**config.mk**
```make
export PLATFORM = sky130hd
export DESIGN_NAME = ahb_arbiter_flat
export DESIGN_NICKNAME = d
export VERILOG_FILES = /design/src/rtl/ahb_arbiter_pkg.sv /design/src/rtl/ahb_arbiter_if.sv /design/src/rtl/ahb_arbiter_tenure_cnt.sv /design/src/rtl/ahb_arbiter.sv /design/src/flat_wrapper.sv
export SDC_FILE = /design/constraint.sdc
export NUM_CORES = 1
export LEC_CHECK = 0
export BUFFER_PORTS_ARGS = -buffer_cell sky130_fd_sc_hd__buf_4
export CORE_AREA = 2 2 39 41
export CTS_CLUSTER_SIZE = 25
export DETAILED_ROUTE_END_ITERATION = 12
export DIE_AREA = 0 0 41 43
export HOLD_SLACK_MARGIN = 0.08
export PLACE_DENSITY = 0.66
export SETUP_SLACK_MARGIN = 0.1
export SYNTH_ARGS = -nofsm -noshare
export SYNTH_HDL_FRONTEND = slang
export SYNTH_SLANG_ARGS = --single-unit
```
**constraint.sdc**
```tcl
create_clock -name hclk -period 4 [get_ports hclk]
set_input_delay 0.8 -clock hclk [delete_from_list [all_inputs] [get_ports hclk]]
set_output_delay 0.8 -clock hclk [all_outputs]
set_load 0.02 [all_outputs]
```
**src/rtl/ahb_arbiter_pkg.sv**
```systemverilog
// ---------------------------------------------------------------------------
// ahb_pkg
// Shared encodings for the two-master AHB arbiter slice: HTRANS and HRESP
// codes, master IDs driven onto hmaster/hmaster_data, and the arbiter state
// type with its two ownership states.
// ---------------------------------------------------------------------------
package ahb_pkg;

  localparam logic [1:0] HTRANS_IDLE   = 2'b00;
  localparam logic [1:0] HTRANS_BUSY   = 2'b01;
  localparam logic [1:0] HTRANS_NONSEQ = 2'b10;
  localparam logic [1:0] HTRANS_SEQ    = 2'b11;

  localparam logic [1:0] HRESP_OKAY  = 2'b00;
  localparam logic [1:0] HRESP_ERROR = 2'b01;
  localparam logic [1:0] HRESP_RETRY = 2'b10;
  localparam logic [1:0] HRESP_SPLIT = 2'b11;

  localparam logic [1:0] MST1 = 2'b00;
  localparam logic [1:0] MST2 = 2'b01;

  // Ownership state; kept as plain constants so older tools that mangle
  // enums still see the same encoding.
  typedef logic [0:0] state_t;
  localparam state_t OWN_M1 = 1'b0;
  localparam state_t OWN_M2 = 1'b1;

  // Bus ID of the master that owns the bus in a given state.
  function automatic logic [1:0] master_id(state_t s);
    return (s == OWN_M2) ? MST2 : MST1;
  endfunction

  // The opposite owner, used when the grant is handed across.
  function automatic state_t other_owner(state_t s);
    return (s == OWN_M1) ? OWN_M2 : OWN_M1;
  endfunction

  // Any non-OKAY response ends the current owner's claim on the bus.
  function automatic logic resp_aborts(logic [1:0] resp);
    return resp != HRESP_OKAY;
  endfunction

endpackage

```
**src/rtl/ahb_arbiter_if.sv**
```systemverilog
// ---------------------------------------------------------------------------
// ahb_arbiter_if
// Bundles the arbitration signals shared between the bus masters and the
// arbiter.
//   hbusreq1/2   : bus requests from master 1 / master 2
//   htrans       : muxed transfer type of the address-phase owner
//   hready/hresp : shared slave-side completion and response
//   hgrant1/2    : registered grants
//   hmaster      : address-phase owner ID
//   hmaster_data : data-phase owner ID
// Modport slave is the arbiter's view; modport master is the bus side that
// drives requests and observes grants.
// ---------------------------------------------------------------------------
interface ahb_arbiter_if;

  logic       hbusreq1;
  logic       hbusreq2;
  logic [1:0] htrans;
  logic       hready;
  logic [1:0] hresp;
  logic       hgrant1;
  logic       hgrant2;
  logic [1:0] hmaster;
  logic [1:0] hmaster_data;

  modport slave (
    input  hbusreq1, hbusreq2, htrans, hready, hresp,
    output hgrant1, hgrant2, hmaster, hmaster_data
  );

  modport master (
    output hbusreq1, hbusreq2, htrans, hready, hresp,
    input  hgrant1, hgrant2, hmaster, hmaster_data
  );

endinterface

```
**src/rtl/ahb_arbiter_tenure_cnt.sv**
```systemverilog
// ---------------------------------------------------------------------------
// ahb_arb_tenure_cnt
// Counts accepted transfers of the current bus tenure and saturates at
// TENURE_MAX.
//   hclk, hresetn : clock, asynchronous active-low reset
//   count_en      : an accepted NONSEQ/SEQ transfer this cycle
//   clear         : grant changes on this edge; takes priority over count_en
//   limit         : counter has reached TENURE_MAX
// ---------------------------------------------------------------------------
module ahb_arb_tenure_cnt #(
  parameter int TENURE_MAX = 8
) (
  input  logic hclk,
  input  logic hresetn,
  input  logic count_en,
  input  logic clear,
  output logic limit
);

  localparam logic [3:0] CNT_MAX = 4'(TENURE_MAX);

  logic [3:0] count_q;

  // Clear wins over increment so a new owner always starts its tenure at
  // zero; once at CNT_MAX the counter stays put until the grant moves.
  always_ff @(posedge hclk or negedge hresetn) begin
    if (!hresetn) begin
      count_q <= 4'd0;
    end else if (clear) begin
      count_q <= 4'd0;
    end else if (count_en && (count_q != CNT_MAX)) begin
      count_q <= count_q + 4'd1;
    end
  end

  assign limit = (count_q == CNT_MAX);

endmodule

```
**src/rtl/ahb_arbiter.sv**
```systemverilog
// ---------------------------------------------------------------------------
// ahb_arbiter
// Two-master round-robin AHB arbiter with a tenure limit.
//   hclk, hresetn : clock, asynchronous active-low reset
//   bus           : ahb_arbiter_if.slave (requests, htrans, hready, hresp in;
//                   grants, hmaster, hmaster_data out)
// Parameter TENURE_MAX (2..15) bounds the transfers one master may issue
// while the other master is waiting.
// ---------------------------------------------------------------------------
module ahb_arbiter #(
  parameter int TENURE_MAX = 8
) (
  input  logic             hclk,
  input  logic             hresetn,
  ahb_arbiter_if.slave     bus
);

  import ahb_pkg::*;

  state_t     state;
  state_t     next_state;
  logic [1:0] hmaster_q;
  logic [1:0] hmaster_data_q;
  logic       owner_req;
  logic       other_req;
  logic       tenure_limit;
  logic       handover;
  logic       count_en;
  logic       grant_change;

  // The current owner is also the last owner for round-robin purposes, so
  // no separate last-owner register is needed.
  always_comb begin
    owner_req = (state == OWN_M1) ? bus.hbusreq1 : bus.hbusreq2;
    other_req = (state == OWN_M1) ? bus.hbusreq2 : bus.hbusreq1;
  end

  // A handover point needs a completed cycle plus a reason to let go: a
  // transfer boundary, the owner dropping its request, an aborting response,
  // or the tenure limit with the other master waiting (even mid-burst).
  always_comb begin
    handover = bus.hready &&
               ((bus.htrans == HTRANS_IDLE) ||
                (bus.htrans == HTRANS_NONSEQ) ||
                !owner_req ||
                resp_aborts(bus.hresp) ||
                (tenure_limit && other_req));
  end

  // At a handover point the waiting master wins ties; with nobody
  // requesting, the bus parks on master 1.
  always_comb begin
    next_state = state;
    if (handover) begin
      if (other_req) begin
        next_state = other_owner(state);
      end else if (owner_req) begin
        next_state = state;
      end else begin
        next_state = OWN_M1;
      end
    end
  end

  // Ownership and the address/data owner pipeline only advance on cycles
  // where the slave accepts the transfer; a stall freezes all three.
  always_ff @(posedge hclk or negedge hresetn) begin
    if (!hresetn) begin
      state          <= OWN_M1;
      hmaster_q      <= MST1;
      hmaster_data_q <= MST1;
    end else if (bus.hready) begin
      state          <= next_state;
      hmaster_q      <= master_id(next_state);
      hmaster_data_q <= hmaster_q;
    end
  end

  assign count_en     = bus.hready &&
                        ((bus.htrans == HTRANS_NONSEQ) || (bus.htrans == HTRANS_SEQ));
  assign grant_change = (next_state != state);

  ahb_arb_tenure_cnt #(
    .TENURE_MAX (TENURE_MAX)
  ) u_tenure (
    .hclk     (hclk),
    .hresetn  (hresetn),
    .count_en (count_en),
    .clear    (grant_change),
    .limit    (tenure_limit)
  );

  assign bus.hgrant1      = (state == OWN_M1);
  assign bus.hgrant2      = (state == OWN_M2);
  assign bus.hmaster      = hmaster_q;
  assign bus.hmaster_data = hmaster_data_q;

endmodule

```
**src/flat_wrapper.sv**
```systemverilog
// flat-port wrapper written by rule: the top's interface ports become plain ports
module ahb_arbiter_flat import ahb_pkg::*;
#(
  parameter int TENURE_MAX = 8
)
  (hclk, hresetn, bus_hbusreq1, bus_hbusreq2, bus_htrans, bus_hready, bus_hresp, bus_hgrant1, bus_hgrant2, bus_hmaster, bus_hmaster_data);
  ahb_arbiter_if bus_i ();
  input  logic hclk;
  input  logic hresetn;
  input wire logic [$bits(bus_i.hbusreq1)-1:0] bus_hbusreq1;
  input wire logic [$bits(bus_i.hbusreq2)-1:0] bus_hbusreq2;
  input wire logic [$bits(bus_i.htrans)-1:0] bus_htrans;
  input wire logic [$bits(bus_i.hready)-1:0] bus_hready;
  input wire logic [$bits(bus_i.hresp)-1:0] bus_hresp;
  output wire logic [$bits(bus_i.hgrant1)-1:0] bus_hgrant1;
  output wire logic [$bits(bus_i.hgrant2)-1:0] bus_hgrant2;
  output wire logic [$bits(bus_i.hmaster)-1:0] bus_hmaster;
  output wire logic [$bits(bus_i.hmaster_data)-1:0] bus_hmaster_data;
  assign bus_i.hbusreq1 = bus_hbusreq1;
  assign bus_i.hbusreq2 = bus_hbusreq2;
  assign bus_i.htrans = bus_htrans;
  assign bus_i.hready = bus_hready;
  assign bus_i.hresp = bus_hresp;
  assign bus_hgrant1 = bus_i.hgrant1;
  assign bus_hgrant2 = bus_i.hgrant2;
  assign bus_hmaster = bus_i.hmaster;
  assign bus_hmaster_data = bus_i.hmaster_data;
  ahb_arbiter #(.TENURE_MAX(TENURE_MAX)) u_core (.hclk(hclk), .hresetn(hresetn), .bus(bus_i));
endmodule
```
==> impl_metrics.tcl <==
set metrics [dict create \
    outcome "finished, final reports clean" \
    hpwl_um 670.8 \
    cts_setup_buffers 0 \
    grt_start_max_net_pins 9 \
    final_antenna_violating_net_count 0 \
    final_design_area_excluding_fillers_um2 524.3 \
    peakVddDrop_mv 0.1236 \
    detailroute.via_count 351 \
    place_ws_ns 2.242 \
    insertion_delay_ns 0.24 \
    synthesis.yosys.warnings 0 \
    final_nets 70 \
    syn-mean-instance-area_um2 9.287 \
    p_comb_share_pct 28.3 \
    die_w_um 41 \
    fillCellCount 143 \
    grt_antenna_before_repair 0 \
    worst-path-max-fanout 6 \
    hold_viol 0 \
    clockPowerShare_pct 30.3 \
    top_area_cells_in_the_synthesized_netlist "sky130_fd_sc_hd__dfrtp_1 (36%), sky130_fd_sc_hd__buf_4 (7.2%), sky130_fd_sc_hd__ha_1 (6.0%)" \
    max_slew.worst_pin.slew_ns 0.5858 \
    first_pass_grt_wire_length_um 1297 \
    place.port_buffers 12 \
    core_region_area_mm2 0.001384 \
    worstSetupStartpointType "register" \
    via_per_inst 4.808 \
    share_of_total_power_consumed_by_net_switching_pct 30.23 \
    worst_hold_slack_ns 0.3571 \
    cell_area_after_placement_um2 501.7 \
    finalClockSkew_ns 0.001085 \
    htreeDepth 1 \
    post_cts_resized 0 \
    cts_tree "done" \
    synth-seq-area-share_pct 35.93 \
    die_footprint_mm2 0.001763 \
    clock_tree.root_cell "sky130_fd_sc_hd__clkbuf_4" \
    dr.first_iter.drc_count 2 \
    die_height_um 43 \
    critical_path.endpoint_type "output pin" \
    totalNegativeSetupSlack_ns 0 \
    detail_route.drc_violations 0 \
    layout.area.seq_um2 150.1 \
    global_route.usage.total_pct 11.30 \
    critical_path_required_ns 3.20 \
    layout.cells.most_common_list "sky130_fd_sc_hd__buf_4 (12), sky130_fd_sc_hd__dfrtp_1 (6), sky130_fd_sc_hd__inv_1 (5)" \
    leakagePower_uw 0.0002384 \
    hold_path_class "input port to asynchronous set/reset pin" \
    first_global_vias 333 \
    final.period_utilization_pct 42.74 \
    effective_utilization_at_floorplan_pct 30.20 \
    clock_path_buffers 2 \
    cts_buffers 3 \
    power.net_switching_uw 54.36 \
    placementRows 14 \
    final.setup.worst_slack_ns 2.290 \
    clock_sink_count 6 \
    number_of_max_slew_violations_in_the_final_report 0 \
    synth_area_um2 417.9 \
    route.final.wire_length_um 829 \
    power.share.sequential_pct 41.4 \
    area_growth_from_synthesis_to_final_layout_pct 25.45 \
    pwr_density_cell_mw_per_mm2 343.0 \
    worst-endpoint-arrival_ns 0.91 \
    timing.max_cap.violations 0 \
    number_of_unique_standard_cell_types_used_by_synthesis 22 \
    mapped_cells 45 \
    relative_slew_margins_pct 60.64 \
    setup_viol_count_final 0 \
    finalWeightedCongestion 0.6865 \
    synth_seq_cells 6 \
    synthDominantCellAreaShare_pct 35.93 \
    clk_pin_slew_worst_paths_ns 0.04 \
    post_route_cells_drive_above_1_share_pct 35.09 \
    synth_largest_area_cell "sky130_fd_sc_hd__dfrtp_1" \
    cts_hold_repair.buffers 0 \
    crit_type "register to output pin" \
    grt_setup_unrepaired "false" \
    sum_of_overflow_across_all_layers_after_global_routing 0 \
    internal_power_uw 125.5 \
    routedWlPerCell_um 11.36 \
    drtPass1Iterations 3 \
    multiInputGateArea_um2 222.7 \
    post_route_minimum_period_ns 1.710 \
    io-pin-count 15 \
    antenna_diode_instance_count 0 \
    mostFrequentLayoutCell "sky130_fd_sc_hd__buf_4" \
    fmax_ghz 0.5850 \
]
==> cells by family after synthesis <==
family / Yosys count / share of synthesized area [%]
AND/OR/NAND/NOR: 15 / 21.86
AO/OA/AOI/OAI: 11 / 20.95
buffers and inverters: 9 / 11.68
flip-flops: 6 / 35.93
adder cells (fa/ha/maj): 2 / 5.987
multiplexers: 1 / 2.694
other: 1 / 0.8973
==> area by class of cell <==
type,instances,area share [%]
Tap cell,16,3.819
Clock buffer,3,4.296
Inverter,5,3.580
Sequential cell,6,28.64
Timing Repair Buffer,12,17.18
Multi-Input combinational cell,31,42.48
==> synth_stat cells, drive strengths merged <==
cell,instances
a21oi,1
a311oi,1
mux2,1
nor2b,1
o21ai,3
a31o,1
nand2,3
nand4,1
a221oi,1
nand3b,1
buf,4
ha,2
dfrtp,6
or3,3
a211oi,4
conb,1
and3b,1
nor3b,1
inv,5
nor3,1
nand3,3
==> layer usage <==
layer,GRT usage [%],vias up,wire length (um)
met5,0,-,0
met4,8.000,0,6
met1,13.40,161,374
met2,16.56,6,412
li1,-,182,-
met3,3.141,2,35
==> metrics by stage <==
| step | std cells | total power, uW | utilization, % |
|---|---|---|---|
| final | 73 | 179.8 | 37.88 |
| after global routing | 73 | 193.5 | 37.88 |
| after CTS | 73 | 184.5 | 37.88 |
| after detailed placement | 70 | 126.8 | 36.26 |
| after global placement | 70 | 125.2 | 36.26 |
| after floorplan | 46 | 107.6 | - |
==> power by group through the flow <==
| stage | sequential (uW) | combinational, uW | clock, uW |
|---|---|---|---|
| final | 74.5 | 50.8 | 54.5 |
| after global routing | 75.8 | 56.3 | 61.4 |
| after CTS | 74.5 | 51.9 | 58.1 |
| after detailed placement | 75.3 | 51.5 | 0 |
| after global placement | 75.2 | 50.1 | 0 |
| after floorplan | 77.8 | 29.8 | 0 |
==> sequential cells by signal, summed over array words and instances, names as in the netlist <==
name	cells
u_core.bus.hgrant2	1
u_core.bus.hmaster_data	1
u_core.u_tenure.count_q	4
==> worst max-delay path: stages (launching register included) <==
cell                      delay (ns)
sky130_fd_sc_hd__dfrtp_1        0.42
sky130_fd_sc_hd__inv_1          0.11
sky130_fd_sc_hd__buf_4          0.15
==> path summary, 6_finish.rpt <==
kind | from | end | slack (ns) | cells after the start
worst max register to register | u_core.u_tenure.count_q[0] | u_core.u_tenure.count_q[0] | 2.44 | 5
worst max-delay path | u_core.bus.hgrant2 | bus_hgrant1 | 2.29 | 2
min in group hclk | u_core.bus.hmaster_data[0] | u_core.bus.hmaster_data[0] | 0.50 | 1
worst min register to register | u_core.bus.hmaster_data[0] | u_core.bus.hmaster_data[0] | 0.50 | 1
worst min-delay path | hresetn | u_core.bus.hmaster_data[0] | 0.36 | 1
max in group asynchronous | hresetn | u_core.u_tenure.count_q[0] | 3.53 | 1
No activity file was read; power rests on OpenSTA's default activity.
